**src/rtl/proc_run_monitor.sv**
```systemverilog
// Processor bring-up run controller: sequences proc_reset, bounds run length and checks regfile writes.
// Terminal status appears one cycle after the deciding RUN cycle. There is no backpressure; every write event is judged in the cycle it appears.
module proc_run_monitor #(
    parameter int DATA_WIDTH   = 32,
    parameter int REG_W        = 5,
    parameter int NUM_CHECKS   = 8,
    parameter int RESET_CYCLES = 1,
    parameter int MAX_CYCLES   = 200,
    parameter int STOP_ON_OVF  = 1,
    localparam int CHK_W = $clog2(NUM_CHECKS),
    localparam int CYC_W = $clog2(MAX_CYCLES + 1)
) (
    input  logic                  clock,
    input  logic                  reset,
    input  logic                  start,
    input  logic                  exp_we,
    input  logic [CHK_W-1:0]      exp_index,
    input  logic [REG_W-1:0]      exp_reg,
    input  logic [DATA_WIDTH-1:0] exp_data,
    input  logic [CHK_W:0]        exp_count,
    input  logic                  ctrl_writeEnable,
    input  logic [REG_W-1:0]      ctrl_writeReg,
    input  logic [DATA_WIDTH-1:0] data_writeReg,
    input  logic                  overflow,
    output logic                  proc_reset,
    output logic                  running,
    output logic                  done,
    output logic                  pass,
    output logic [1:0]            fail_code,
    output logic [CHK_W:0]        check_ptr,
    output logic [CYC_W-1:0]      cycle_count,
    output logic [DATA_WIDTH-1:0] fail_data
);
    localparam int RST_W = (RESET_CYCLES > 1) ? $clog2(RESET_CYCLES) : 1;
    localparam logic [CHK_W:0]     NUM_CHK_V = (CHK_W + 1)'(NUM_CHECKS);
    localparam logic [CHK_W:0]     ONE_PTR   = 1;
    localparam logic [CYC_W-1:0]   LAST_CYC  = CYC_W'(MAX_CYCLES - 1);
    localparam logic [CYC_W-1:0]   ONE_CYC   = 1;
    localparam logic [RST_W-1:0]   LAST_RST  = RST_W'(RESET_CYCLES - 1);
    localparam logic [RST_W-1:0]   ONE_RST   = 1;

    typedef enum logic [1:0] {S_IDLE, S_RESET, S_RUN, S_DONE} state_t;

    state_t                 state;
    logic [RST_W-1:0]       rst_cnt;
    logic [CHK_W:0]         exp_cnt;
    logic [REG_W-1:0]       tbl_reg  [NUM_CHECKS];
    logic [DATA_WIDTH-1:0]  tbl_data [NUM_CHECKS];

    logic [CHK_W-1:0]       cur_idx;
    logic                   wr_event;
    logic                   entry_ok;
    logic                   bad_write;
    logic                   final_match;
    logic                   ovf_stop;
    logic                   timeout;
    logic                   idle_like;

    // Once check_ptr reaches the latched count, any further write is an unexpected extra.
    always_comb begin
        cur_idx     = check_ptr[CHK_W-1:0];
        wr_event    = ctrl_writeEnable && (ctrl_writeReg != '0);
        entry_ok    = (check_ptr != exp_cnt)
                   && (tbl_reg[cur_idx] == ctrl_writeReg)
                   && (tbl_data[cur_idx] == data_writeReg);
        bad_write   = wr_event && !entry_ok;
        final_match = wr_event && entry_ok && ((check_ptr + ONE_PTR) == exp_cnt);
        ovf_stop    = overflow && (STOP_ON_OVF != 0);
        timeout     = (cycle_count == LAST_CYC);
        idle_like   = (state == S_IDLE) || (state == S_DONE);
    end

    // The expected table survives reset so it can be loaded once and reused across runs.
    always_ff @(posedge clock) begin
        if (exp_we && idle_like && ({1'b0, exp_index} < NUM_CHK_V)) begin
            tbl_reg[exp_index]  <= exp_reg;
            tbl_data[exp_index] <= exp_data;
        end
    end

    always_ff @(posedge clock) begin
        if (reset) begin
            state       <= S_IDLE;
            rst_cnt     <= '0;
            exp_cnt     <= '0;
            proc_reset  <= 1'b1;
            running     <= 1'b0;
            done        <= 1'b0;
            pass        <= 1'b0;
            fail_code   <= 2'd0;
            check_ptr   <= '0;
            cycle_count <= '0;
            fail_data   <= '0;
        end else begin
            case (state)
                S_IDLE, S_DONE: begin
                    if (start) begin
                        state       <= S_RESET;
                        rst_cnt     <= '0;
                        exp_cnt     <= (exp_count > NUM_CHK_V) ? NUM_CHK_V : exp_count;
                        proc_reset  <= 1'b1;
                        running     <= 1'b0;
                        done        <= 1'b0;
                        pass        <= 1'b0;
                        fail_code   <= 2'd0;
                        check_ptr   <= '0;
                        cycle_count <= '0;
                        fail_data   <= '0;
                    end
                end
                S_RESET: begin
                    if (rst_cnt == LAST_RST) begin
                        state      <= S_RUN;
                        proc_reset <= 1'b0;
                        running    <= 1'b1;
                    end else begin
                        rst_cnt <= rst_cnt + ONE_RST;
                    end
                end
                S_RUN: begin
                    if (bad_write || final_match || ovf_stop || timeout) begin
                        state      <= S_DONE;
                        done       <= 1'b1;
                        running    <= 1'b0;
                        proc_reset <= 1'b1;
                    end
                    // Priority: mismatch, final match, overflow, timeout.
                    if (bad_write) begin
                        fail_code <= 2'd1;
                        fail_data <= data_writeReg;
                    end else if (final_match) begin
                        check_ptr <= check_ptr + ONE_PTR;
                        pass      <= 1'b1;
                    end else begin
                        if (wr_event) begin
                            check_ptr <= check_ptr + ONE_PTR;
                        end
                        if (ovf_stop) begin
                            fail_code <= 2'd3;
                        end else if (timeout) begin
                            pass      <= (exp_cnt == '0);
                            fail_code <= (exp_cnt == '0) ? 2'd0 : 2'd2;
                        end else begin
                            cycle_count <= cycle_count + ONE_CYC;
                        end
                    end
                end
                default: state <= S_IDLE;
            endcase
        end
    end
endmodule
```
**config.mk**
```make
export PLATFORM = sky130hd
export DESIGN_NAME = proc_run_monitor
export DESIGN_NICKNAME = d
export VERILOG_FILES = /design/src/rtl/proc_run_monitor.sv
export SDC_FILE = /design/constraint.sdc
export NUM_CORES = 1
export LEC_CHECK = 0
export CORE_ASPECT_RATIO = 0.5
export CORE_MARGIN = 5
export CORE_UTILIZATION = 60
export DETAILED_ROUTE_END_ITERATION = 12
export MAX_ROUTING_LAYER = met4
export PLACE_DENSITY = 0.84
export SLEW_MARGIN = 40
export SYNTH_ARGS = -nofsm -noshare
export SYNTH_HDL_FRONTEND = slang
export SYNTH_SLANG_ARGS = --single-unit
```
**constraint.sdc**
```tcl
create_clock -name clock -period 8.54 [get_ports clock]
set_input_delay 0.854 -clock clock [delete_from_list [all_inputs] [get_ports clock]]
set_output_delay 0.854 -clock clock [all_outputs]
set_load 0.05 [all_outputs]
```
==> results.ini <==
[die]
num_io_pins=137
coreArea_mm2=0.0229
die_h_um=118
die_w_um=227
std_cell_rows=39
start_util_pct=61.4
dieArea_mm2=0.0268

[grt]
grt_usage_pct=24.7
antenna_found_initial=2
grt_overflow=0
grt_max_degree=60
grt_pass1_vias=8083
grt_pass1_wl_mm=49.0

[power]
power_w=0.00380
p_per_area_mw_per_mm2=226
ir_drop_v=0.000159
p_leak_nw=5.30

[min_path]
hp-start=done
min_to=done
min-delay-path-class=register to register
holdPathStages=2

[setup_path]
worst-path-max-fanout=39
arrival_ps=5190
critPathRequiredTime_ps=9050
critPathKind=register to register
crit_path_end_kind=register
ff2ff_path_depth=10
rrSetupSlack_ps=3860
critPathLaunchType=register
reg2reg_to=fail_data[20]

[clock_tree]
cts-htree-levels=1
path_clk_slew_ps=70
hold_buffers=0
cts_resized=0
clk_latency_ps=580
cts_tree=yes
cts-root-buf=clkbuf_16
post_cts_buffers=0
clock_path_buffers=3
cts_buffers=30
clock_sinks=355

[yosys]
syn_avg_cell_area_um2=17.8
yosys_warnings=0
synth_area_mm2=0.0141
async_flop_share_pct=0
yosysUniqueCellTypes=54
synth_nets=881
synth_top_family_by_area=multiplexers
synth_seq_cells=355
synth_seq_area_share_pct=71.5
synth_cells=789
synth_fa_ha_area_share_pct=0.444
yosys.area_share.simple_pct=4.42
yosys_most_used_dff=edfxtp_1
synth-edff-count=296
synth_compound_area_share_pct=5.59
synth_xor_area_share_pct=2.61
synthMuxAreaShare_pct=13.7

[placed_design]
place_hpwl_mm=18.9
io_buffers=136
place.gp.congestion=0.829
place_ws_ps=4000

[run]
maxCapViolCount=0

[routing]
drtAntennaViolNets=0
dr_total_vias=7986
drc_errors=0
dr.pass1.iters=5
wl_mm=32.2
wl_per_cell_um=25.4
drtIter0Drc=986
vias_per_cell=6.30

[run_status]
status=finished clean

[timing]
final.setup.worst_slack_ps=3860
drv_slew=0
setup_violations=0
tightest_slew_ps=812
relSlewSlack_pct=45.5
period_needed_ps=4680
hold_viol_final=0
rsz0062_at_grt=false
finalSetupTns_ps=0
period_share_pct=54.7
hold_ws_ps=460
max_freq_ghz=0.214
finClkSkew_ps=16.9

[cells_and_area]
largest_reg_flops=256
fin_nets=1026
area_delta_synth_final_pct=19.3
n_fill_cell=1291
layout-drive-gt1-share_pct=15.4

[worst max path at each step]
stage                  start              to  slack [ps]  cells after the start
finish              register   fail_data[20]        3860                     10
global route        register   fail_data[20]        3630                     10
CTS                 register   fail_data[20]        3910                     10
detailed placement  register   fail_data[20]        4000                     10
global placement    register   fail_data[14]        3760                     10
floorplan           state[0]  tbl_data[6][0]        4440                      5
[metrics by stage]
stage	utilization, %	cells	cell area, um^2
final	73.3	1268	16800
after global routing	73.3	1268	16800
after CTS	73.2	1265	16800
after detailed placement	68.9	1209	15800
after global placement	68.8	1208	15800
after floorplan	-	789	14100
[cell families (layout without fill, tap and decap cells)]
family	after synthesis	after routing
DFF	355	355
muxes	127	127
AOI/OAI and AO/OA	104	104
other	0	3
and+or+nand+nor	114	114
adders and majority gates	5	5
buffers and inverters	42	211
xor gates and xnor gates	42	42
[Yosys cell counts (all sizes together), types with 2 or more instances]
master	number	share of area, %
edfxtp	296	63
dfxtp	59	8.4
mux2i	59	4.2
mux4	51	8.2
a22o	37	2.3
buf	30	1.4
xor2	29	1.8
nor2	25	0.67
nand2	21	0.56
mux2	17	1.4
o21ai	14	0.50
a21oi	13	0.46
xnor2	13	0.81
nand4	9	0.40
nand3	8	0.28
nor3	8	0.36
nor2b	7	0.31
or3	7	0.31
a221oi	6	0.37
clkbuf	6	0.16
inv	6	0.16
nor4	6	0.27
ha	5	0.44
nor3b	5	0.27
o22ai	5	0.22
o2bb2ai	5	0.31
nand2b	4	0.18
o21a	4	0.21
or4	4	0.21
a31oi	3	0.13
o31ai	3	0.16
a22oi	2	0.11
and2	2	0.089
and3	2	0.089
nor4b	2	0.17
o2111ai	2	0.12
o41ai	2	0.12
[routing by layer]
metal / GRT usage, % / wire, um / share of wire (%)
met4: 6.23 / 694 / 2.2
met5: - / 0 / 0
met1: 34.3 / 13000 / 40
met3: 5.15 / 2740 / 8.5
met2: 38.4 / 15700 / 49
[worst max-delay path: stages (launching register included)]
cell	delay, ps
dfxtp_4	530
buf_4	640
mux4_2	580
mux2i_1	420
xnor2_1	140
nor4_1	430
and4_1	570
nand2_1	250
a21oi_4	530
buf_8	270
a22o_1	180
[cells in the final DEF, fill, tap and decap left out, types with 5 or more instances in the layout]
| master | count |
|---|---|
| edfxtp_1 | 296 |
| clkdlybuf4s50_1 | 136 |
| mux2i_1 | 59 |
| dfxtp_1 | 56 |
| mux4_2 | 51 |
| a22o_1 | 37 |
| clkbuf_16 | 30 |
| xor2_1 | 29 |
| nand2_1 | 21 |
| nor2_1 | 19 |
| mux2_2 | 17 |
| xnor2_1 | 13 |
| a21oi_1 | 12 |
| o21ai_0 | 11 |
| buf_4 | 11 |
| clkinv_2 | 10 |
| nand4_1 | 9 |
| nand3_1 | 8 |
| nor2b_1 | 7 |
| or3_1 | 7 |
| inv_1 | 6 |
| nor2_4 | 6 |
| a221oi_1 | 6 |
| nor4_1 | 6 |
| o22ai_1 | 5 |
| o2bb2ai_1 | 5 |
| nor3_1 | 5 |
| nor3b_1 | 5 |
| ha_1 | 5 |
[final cells by class]
cell class / count / area (um^2) / share of cell area (%)
flip-flops and latches: 355 / 10100 / 60.0
multi-input cells: 392 / 3850 / 22.9
repair buffers: 149 / 1470 / 8.75
clock buffers: 35 / 779 / 4.64
well taps: 307 / 384 / 2.29
clock inverters: 21 / 213 / 1.27
inverters: 6 / 22.5 / 0.134
diodes: 3 / 7.51 / 0.0447
[where the power goes]
group	internal, W	switching [W]	leakage (nW)	total [W]
logic	0.000140	0.000288	1.65	0.000428
registers	0.00197	0.0000319	3.16	0.00200
clock network	0.000753	0.000621	0.491	0.00137
total	0.00286	0.000941	5.30	0.00380
(Power assumes the default switching activity.)
